**src/rtl/register_file_pkg.sv**
```systemverilog
// Shared constants for the 32 x 32 register file: default widths, the
// hardwired-zero register index and the register count.
package register_file_pkg;

    localparam int DEFAULT_DATA_WIDTH = 32;
    localparam int DEFAULT_ADDR_WIDTH = 5;
    localparam int REG_ZERO           = 0;
    localparam int REG_COUNT          = 2 ** DEFAULT_ADDR_WIDTH;

endpackage

```
**src/rtl/register_file_if.sv**
```systemverilog
// Read/write bus of the register file. The datapath side (decode and
// write-back) is the master; the register file is the slave.
interface register_file_if #(
    parameter int DATA_WIDTH = register_file_pkg::DEFAULT_DATA_WIDTH,
    parameter int ADDR_WIDTH = register_file_pkg::DEFAULT_ADDR_WIDTH
) ();

    logic [ADDR_WIDTH-1:0] read_address0;
    logic [ADDR_WIDTH-1:0] read_address1;
    logic [DATA_WIDTH-1:0] read_data0;
    logic [DATA_WIDTH-1:0] read_data1;
    logic                  write_enable;
    logic [ADDR_WIDTH-1:0] write_address;
    logic [DATA_WIDTH-1:0] write_data;

    modport master (
        output read_address0,
        output read_address1,
        input  read_data0,
        input  read_data1,
        output write_enable,
        output write_address,
        output write_data
    );

    modport slave (
        input  read_address0,
        input  read_address1,
        output read_data0,
        output read_data1,
        input  write_enable,
        input  write_address,
        input  write_data
    );

endinterface

```
**src/rtl/register_file_read_port.sv**
```systemverilog
// One asynchronous read port: selects an entry from the flattened array and
// forces register 0 to zero. Defining REGFILE_BYPASS_EN adds write-through.
module register_read_port
    import register_file_pkg::*;
#(
    parameter int DATA_WIDTH = DEFAULT_DATA_WIDTH,
    parameter int ADDR_WIDTH = DEFAULT_ADDR_WIDTH
) (
    input  logic [(2**ADDR_WIDTH)*DATA_WIDTH-1:0] regs_flat,
    input  logic [ADDR_WIDTH-1:0]                 read_address,
    input  logic                                  reset,
    input  logic                                  write_enable,
    input  logic [ADDR_WIDTH-1:0]                 write_address,
    input  logic [DATA_WIDTH-1:0]                 write_data,
    output logic [DATA_WIDTH-1:0]                 read_data
);

    localparam int DEPTH = 2 ** ADDR_WIDTH;

    logic [DATA_WIDTH-1:0] entries [DEPTH];

    for (genvar i = 0; i < DEPTH; i++) begin : g_unpack
        assign entries[i] = regs_flat[i*DATA_WIDTH +: DATA_WIDTH];
    end

`ifdef REGFILE_BYPASS_EN
    // The in-flight write-back value wins over storage, but never for r0
    // and never while reset is dropping that write.
    logic bypass_hit;
    assign bypass_hit = write_enable && !reset &&
                        (write_address != ADDR_WIDTH'(REG_ZERO)) &&
                        (write_address == read_address);

    always_comb begin
        read_data = '0;
        if (read_address == ADDR_WIDTH'(REG_ZERO))
            read_data = '0;
        else if (bypass_hit)
            read_data = write_data;
        else
            read_data = entries[read_address];
    end
`else
    logic unused_bypass;
    assign unused_bypass = ^{reset, write_enable, write_address, write_data};

    always_comb begin
        read_data = '0;
        if (read_address != ADDR_WIDTH'(REG_ZERO))
            read_data = entries[read_address];
    end
`endif

endmodule

```
**src/rtl/register_file.sv**
```systemverilog
// 32 x 32 register file: two asynchronous read ports, one synchronous write
// port, r0 hardwired to zero. REGFILE_BYPASS_EN enables write-through reads.
module register_file
    import register_file_pkg::*;
#(
    parameter int DATA_WIDTH = DEFAULT_DATA_WIDTH,
    parameter int ADDR_WIDTH = DEFAULT_ADDR_WIDTH
) (
    input logic            clock,
    input logic            reset,
    register_file_if.slave bus
);

    localparam int DEPTH = 2 ** ADDR_WIDTH;

    logic [DATA_WIDTH-1:0]         regs [1:DEPTH-1];
    logic [DEPTH*DATA_WIDTH-1:0]   regs_flat;

    // Reset outranks a same-edge write; r0 has no storage, so writes to it vanish.
    always_ff @(posedge clock) begin
        if (reset) begin
            for (int i = 1; i < DEPTH; i++)
                regs[i] <= '0;
        end else if (bus.write_enable && (bus.write_address != ADDR_WIDTH'(REG_ZERO))) begin
            regs[bus.write_address] <= bus.write_data;
        end
    end

    assign regs_flat[DATA_WIDTH-1:0] = '0;
    for (genvar i = 1; i < DEPTH; i++) begin : g_flatten
        assign regs_flat[i*DATA_WIDTH +: DATA_WIDTH] = regs[i];
    end

    register_read_port #(
        .DATA_WIDTH (DATA_WIDTH),
        .ADDR_WIDTH (ADDR_WIDTH)
    ) u_read_port0 (
        .regs_flat     (regs_flat),
        .read_address  (bus.read_address0),
        .reset         (reset),
        .write_enable  (bus.write_enable),
        .write_address (bus.write_address),
        .write_data    (bus.write_data),
        .read_data     (bus.read_data0)
    );

    register_read_port #(
        .DATA_WIDTH (DATA_WIDTH),
        .ADDR_WIDTH (ADDR_WIDTH)
    ) u_read_port1 (
        .regs_flat     (regs_flat),
        .read_address  (bus.read_address1),
        .reset         (reset),
        .write_enable  (bus.write_enable),
        .write_address (bus.write_address),
        .write_data    (bus.write_data),
        .read_data     (bus.read_data1)
    );

endmodule

```
**src/flat_wrapper.sv**
```systemverilog
// flat-port wrapper written by rule: the top's interface ports become plain ports
module register_file_flat import register_file_pkg::*;
#(
    parameter int DATA_WIDTH = DEFAULT_DATA_WIDTH,
    parameter int ADDR_WIDTH = DEFAULT_ADDR_WIDTH
)
  (clock, reset, bus_read_address0, bus_read_address1, bus_read_data0, bus_read_data1, bus_write_enable, bus_write_address, bus_write_data);
  register_file_if #(.DATA_WIDTH(DATA_WIDTH), .ADDR_WIDTH(ADDR_WIDTH)) bus_i ();
  input logic clock;
  input logic reset;
  input wire logic [$bits(bus_i.read_address0)-1:0] bus_read_address0;
  input wire logic [$bits(bus_i.read_address1)-1:0] bus_read_address1;
  output wire logic [$bits(bus_i.read_data0)-1:0] bus_read_data0;
  output wire logic [$bits(bus_i.read_data1)-1:0] bus_read_data1;
  input wire logic [$bits(bus_i.write_enable)-1:0] bus_write_enable;
  input wire logic [$bits(bus_i.write_address)-1:0] bus_write_address;
  input wire logic [$bits(bus_i.write_data)-1:0] bus_write_data;
  assign bus_i.read_address0 = bus_read_address0;
  assign bus_i.read_address1 = bus_read_address1;
  assign bus_read_data0 = bus_i.read_data0;
  assign bus_read_data1 = bus_i.read_data1;
  assign bus_i.write_enable = bus_write_enable;
  assign bus_i.write_address = bus_write_address;
  assign bus_i.write_data = bus_write_data;
  register_file #(.DATA_WIDTH(DATA_WIDTH), .ADDR_WIDTH(ADDR_WIDTH)) u_core (.clock(clock), .reset(reset), .bus(bus_i));
endmodule
```
**config.mk**
```make
export PLATFORM = sky130hd
export DESIGN_NAME = register_file_flat
export DESIGN_NICKNAME = d
export VERILOG_FILES = /design/src/rtl/register_file_pkg.sv /design/src/rtl/register_file_if.sv /design/src/rtl/register_file_read_port.sv /design/src/rtl/register_file.sv /design/src/flat_wrapper.sv
export SDC_FILE = /design/constraint.sdc
export NUM_CORES = 2
export LEC_CHECK = 0
export BUFFER_PORTS_ARGS = -buffer_cell sky130_fd_sc_hd__buf_2
export CAP_MARGIN = 0
export CORE_ASPECT_RATIO = 2
export CORE_MARGIN = 2
export CORE_UTILIZATION = 35
export CTS_CLUSTER_DIAMETER = 80
export DETAILED_ROUTE_END_ITERATION = 8
export GPL_TIMING_DRIVEN = 0
export MAX_ROUTING_LAYER = met4
export PLACE_DENSITY = 0.54
export SETUP_SLACK_MARGIN = 0.3
export SLEW_MARGIN = 20
export SYNTH_ARGS = -nofsm -noshare
export SYNTH_HDL_FRONTEND = slang
export SYNTH_SLANG_ARGS = --single-unit
```
**constraint.sdc**
```tcl
create_clock -name clock -period 3.08 [get_ports clock]
set_input_delay 0.77 -clock clock [delete_from_list [all_inputs] [get_ports clock]]
set_output_delay 0.77 -clock clock [all_outputs]
set_load 0.01 [all_outputs]
```
==> flow_summary.toml <==
[floorplan]
die_y_um = 557
core-area_um2 = 152000
ios = 114
die_w_um = 280
start_util = 0.353
num_rows = 202
dieArea_um2 = 156000

[global_routing]
first_global_vias = 38900
antenna_found_initial = 9
grt_overflow = 0
grt_max_degree = 33
grtUsageTotal = 0.304
grt_pass1_wl_um = 313000

[power_and_ir_drop]
p_per_area_nw_per_um2 = 499
p_leak_nw = 24.8
vdd_ir_drop_max_mv = 0.320

[clocking]
cts.sink_count = 992
cts_tree = "built"
cts_root_buf = "clkbuf_16"
numCtsBuffers = 89
cts.hold.buffers_added = 0
cts_max_level = 3
clk_pin_slew_worst_paths_ns = 0.08
cts_max_path_buffers = 3

[route]
drt-pass1-iter-count = 6
vias = 38200
drc = 0
vias_per_cell = 5.85
drtIter0Drc = 3606
wl_um = 234000
antenna_left = 0
wl_per_cell_um = 35.9

[logic_synthesis]
synth.distinct_cells = 42
synthesis.nets = 4241
yosysWarnings = 0
synth-edff-count = 992
synth.avg_cell_area_um2 = 12.8
yosys-top-cells-area = "edfxtp_1 56%, mux2i_1 13%, and2_1 12%"
synth_top_area_share = 0.557
yosysSeqAreaShare = 0.557
syn_inst = 4191
synth-seq-cells = 992
synthFlopType = "edfxtp_1"
synth_top_area_cell = "edfxtp_1"
synthArstFlopShare = 0
synth.cell_area_um2 = 53500

[cells_and_area]
drive_gt1_frac = 0.261
reg.largest.list = "u_core.regs: 992 flops"
final_cell_mix = "993 x and2_1, 992 x edfxtp_1, 671 x mux2i_1"
regMostFlops = "u_core.regs"
multi_input_area_um2 = 24500
layout_commonest_cell = "and2_1"
nets = 4565
fin_area_um2 = 66200
num-fill-cells = 14000
area_growth_pct = 23.8
largest_reg_flops = 992
fin_util = 0.437
regArea_um2 = 29800

[critical_path]
path_cells = "buf_12 > buf_12 > buf_16 > buf_12 > mux2i_1 > a22oi_2 > nand3_2 > nor4_4 > buf_2"
cp.arrival_ns = 2.78
critPathKind = "input port to output port"
cp.required_ns = 2.31
crit_top_cell = "buf_12"
max_stage_delay_ns = 0.46
path_buf_inv = 5
end_kind = "output port"
crit_path_start_kind = "input port"
path_max_fanout = 10
critical_path.slowest_cell = "nor4_4"
crit_family = "buffers and inverters"

[sta]
setup_ws_ns = -0.465
setup_viol = 64
worstMarginPinSlew_ns = 1.02
finalSetupTns_ns = -20.73
fin_crit_ns = 3.55
drv_slew = 0
finalHoldViolCount = 0
clock.fmax_mhz = 282
grt_setup_unrepaired = "true"
worst_hold_slack_ns = 0.392
slew_headroom = 0.316
min_period_over_period = 1.15

[status]
status = "finished with violations"
violations = "negative setup slack"

[job]
drv_cap = 0

[place]
dpl.hpwl_um = 177000
io_buffers = 109
placed_area_um2 = 57900
routabilityCongestion = 0.990

[worst_hold_path]
hold_class = "input port to register"
cells in the mapped netlist, types with 16 or more instances:
cell type and instances:
mux2_2 56, nor3_1 95, nand2_1 154, a22oi_1 156, nor4_1 31, o22ai_1 192, or2_2 34, buf_2 71
mux4_2 109, nor2_1 33, buf_4 34, a21oi_1 16, mux2i_1 689, clkbuf_1 304, and2_1 993, a211oi_1 32
a221o_1 24, edfxtp_1 992, o211a_1 32, nand3_1 57, nand4_1 24
cells by family (layout without fill, tap and decap cells):
logic type,after synthesis,count (layout),synth area share
buffers and inverters,432,825,0.0354
AOI/OAI and AO/OA,461,461,0.0623
and+or+nand+nor,1452,1453,0.159
DFF,992,992,0.557
other,0,5,0
muxes,854,854,0.187
power breakdown:
group | total (mW) | switching, mW | internal [mW]
Sequential | 16.0 | 0.414 | 15.6
Combinational | 5.35 | 3.27 | 2.08
Clock | 11.7 | 5.47 | 6.22
layer usage:
layer | track usage | share of wire
met4 | 0.204 | 0.084
met1 | 0.329 | 0.35
met5 | - | 0
met2 | 0.522 | 0.51
met3 | 0.0364 | 0.060
area by class of cell:
cell class              count  area share
diodes                      5    0.000189
plain buffers             431      0.0638
clock buffers             111      0.0368
clock inverters            50     0.00682
inverters                   1   0.0000567
multi-input cells        2768       0.370
flip-flops and latches    992       0.450
well taps                1938      0.0366
repair buffers            232      0.0357
worst paths after layout:
path                             start                  to  slack, ns  cells after the start
setup / recovery  bus_read_address0[1]  bus_read_data0[20]      -0.47                      9
hold / removal      bus_write_data[28]  u_core.regs[4][28]       0.39                      2
through the flow:
stage	worst slack (ns)	instances	power [mW]
floorplan	0.136	4191	18.7
global placement	-2.08	6238	20.6
detailed placement	-1.86	6243	20.6
CTS	-0.371	6495	32.8
global route	-0.438	6528	33.6
finish	-0.465	6528	33.0
timing repair:
action                                  CTS  global route
gates cloned                             18             4
buffers inserted                         73            24
pin swaps                               180            86
gates resized for setup                 789           106
endpoints found under the setup margin  668           390
Power figures use the tool's default switching activity.
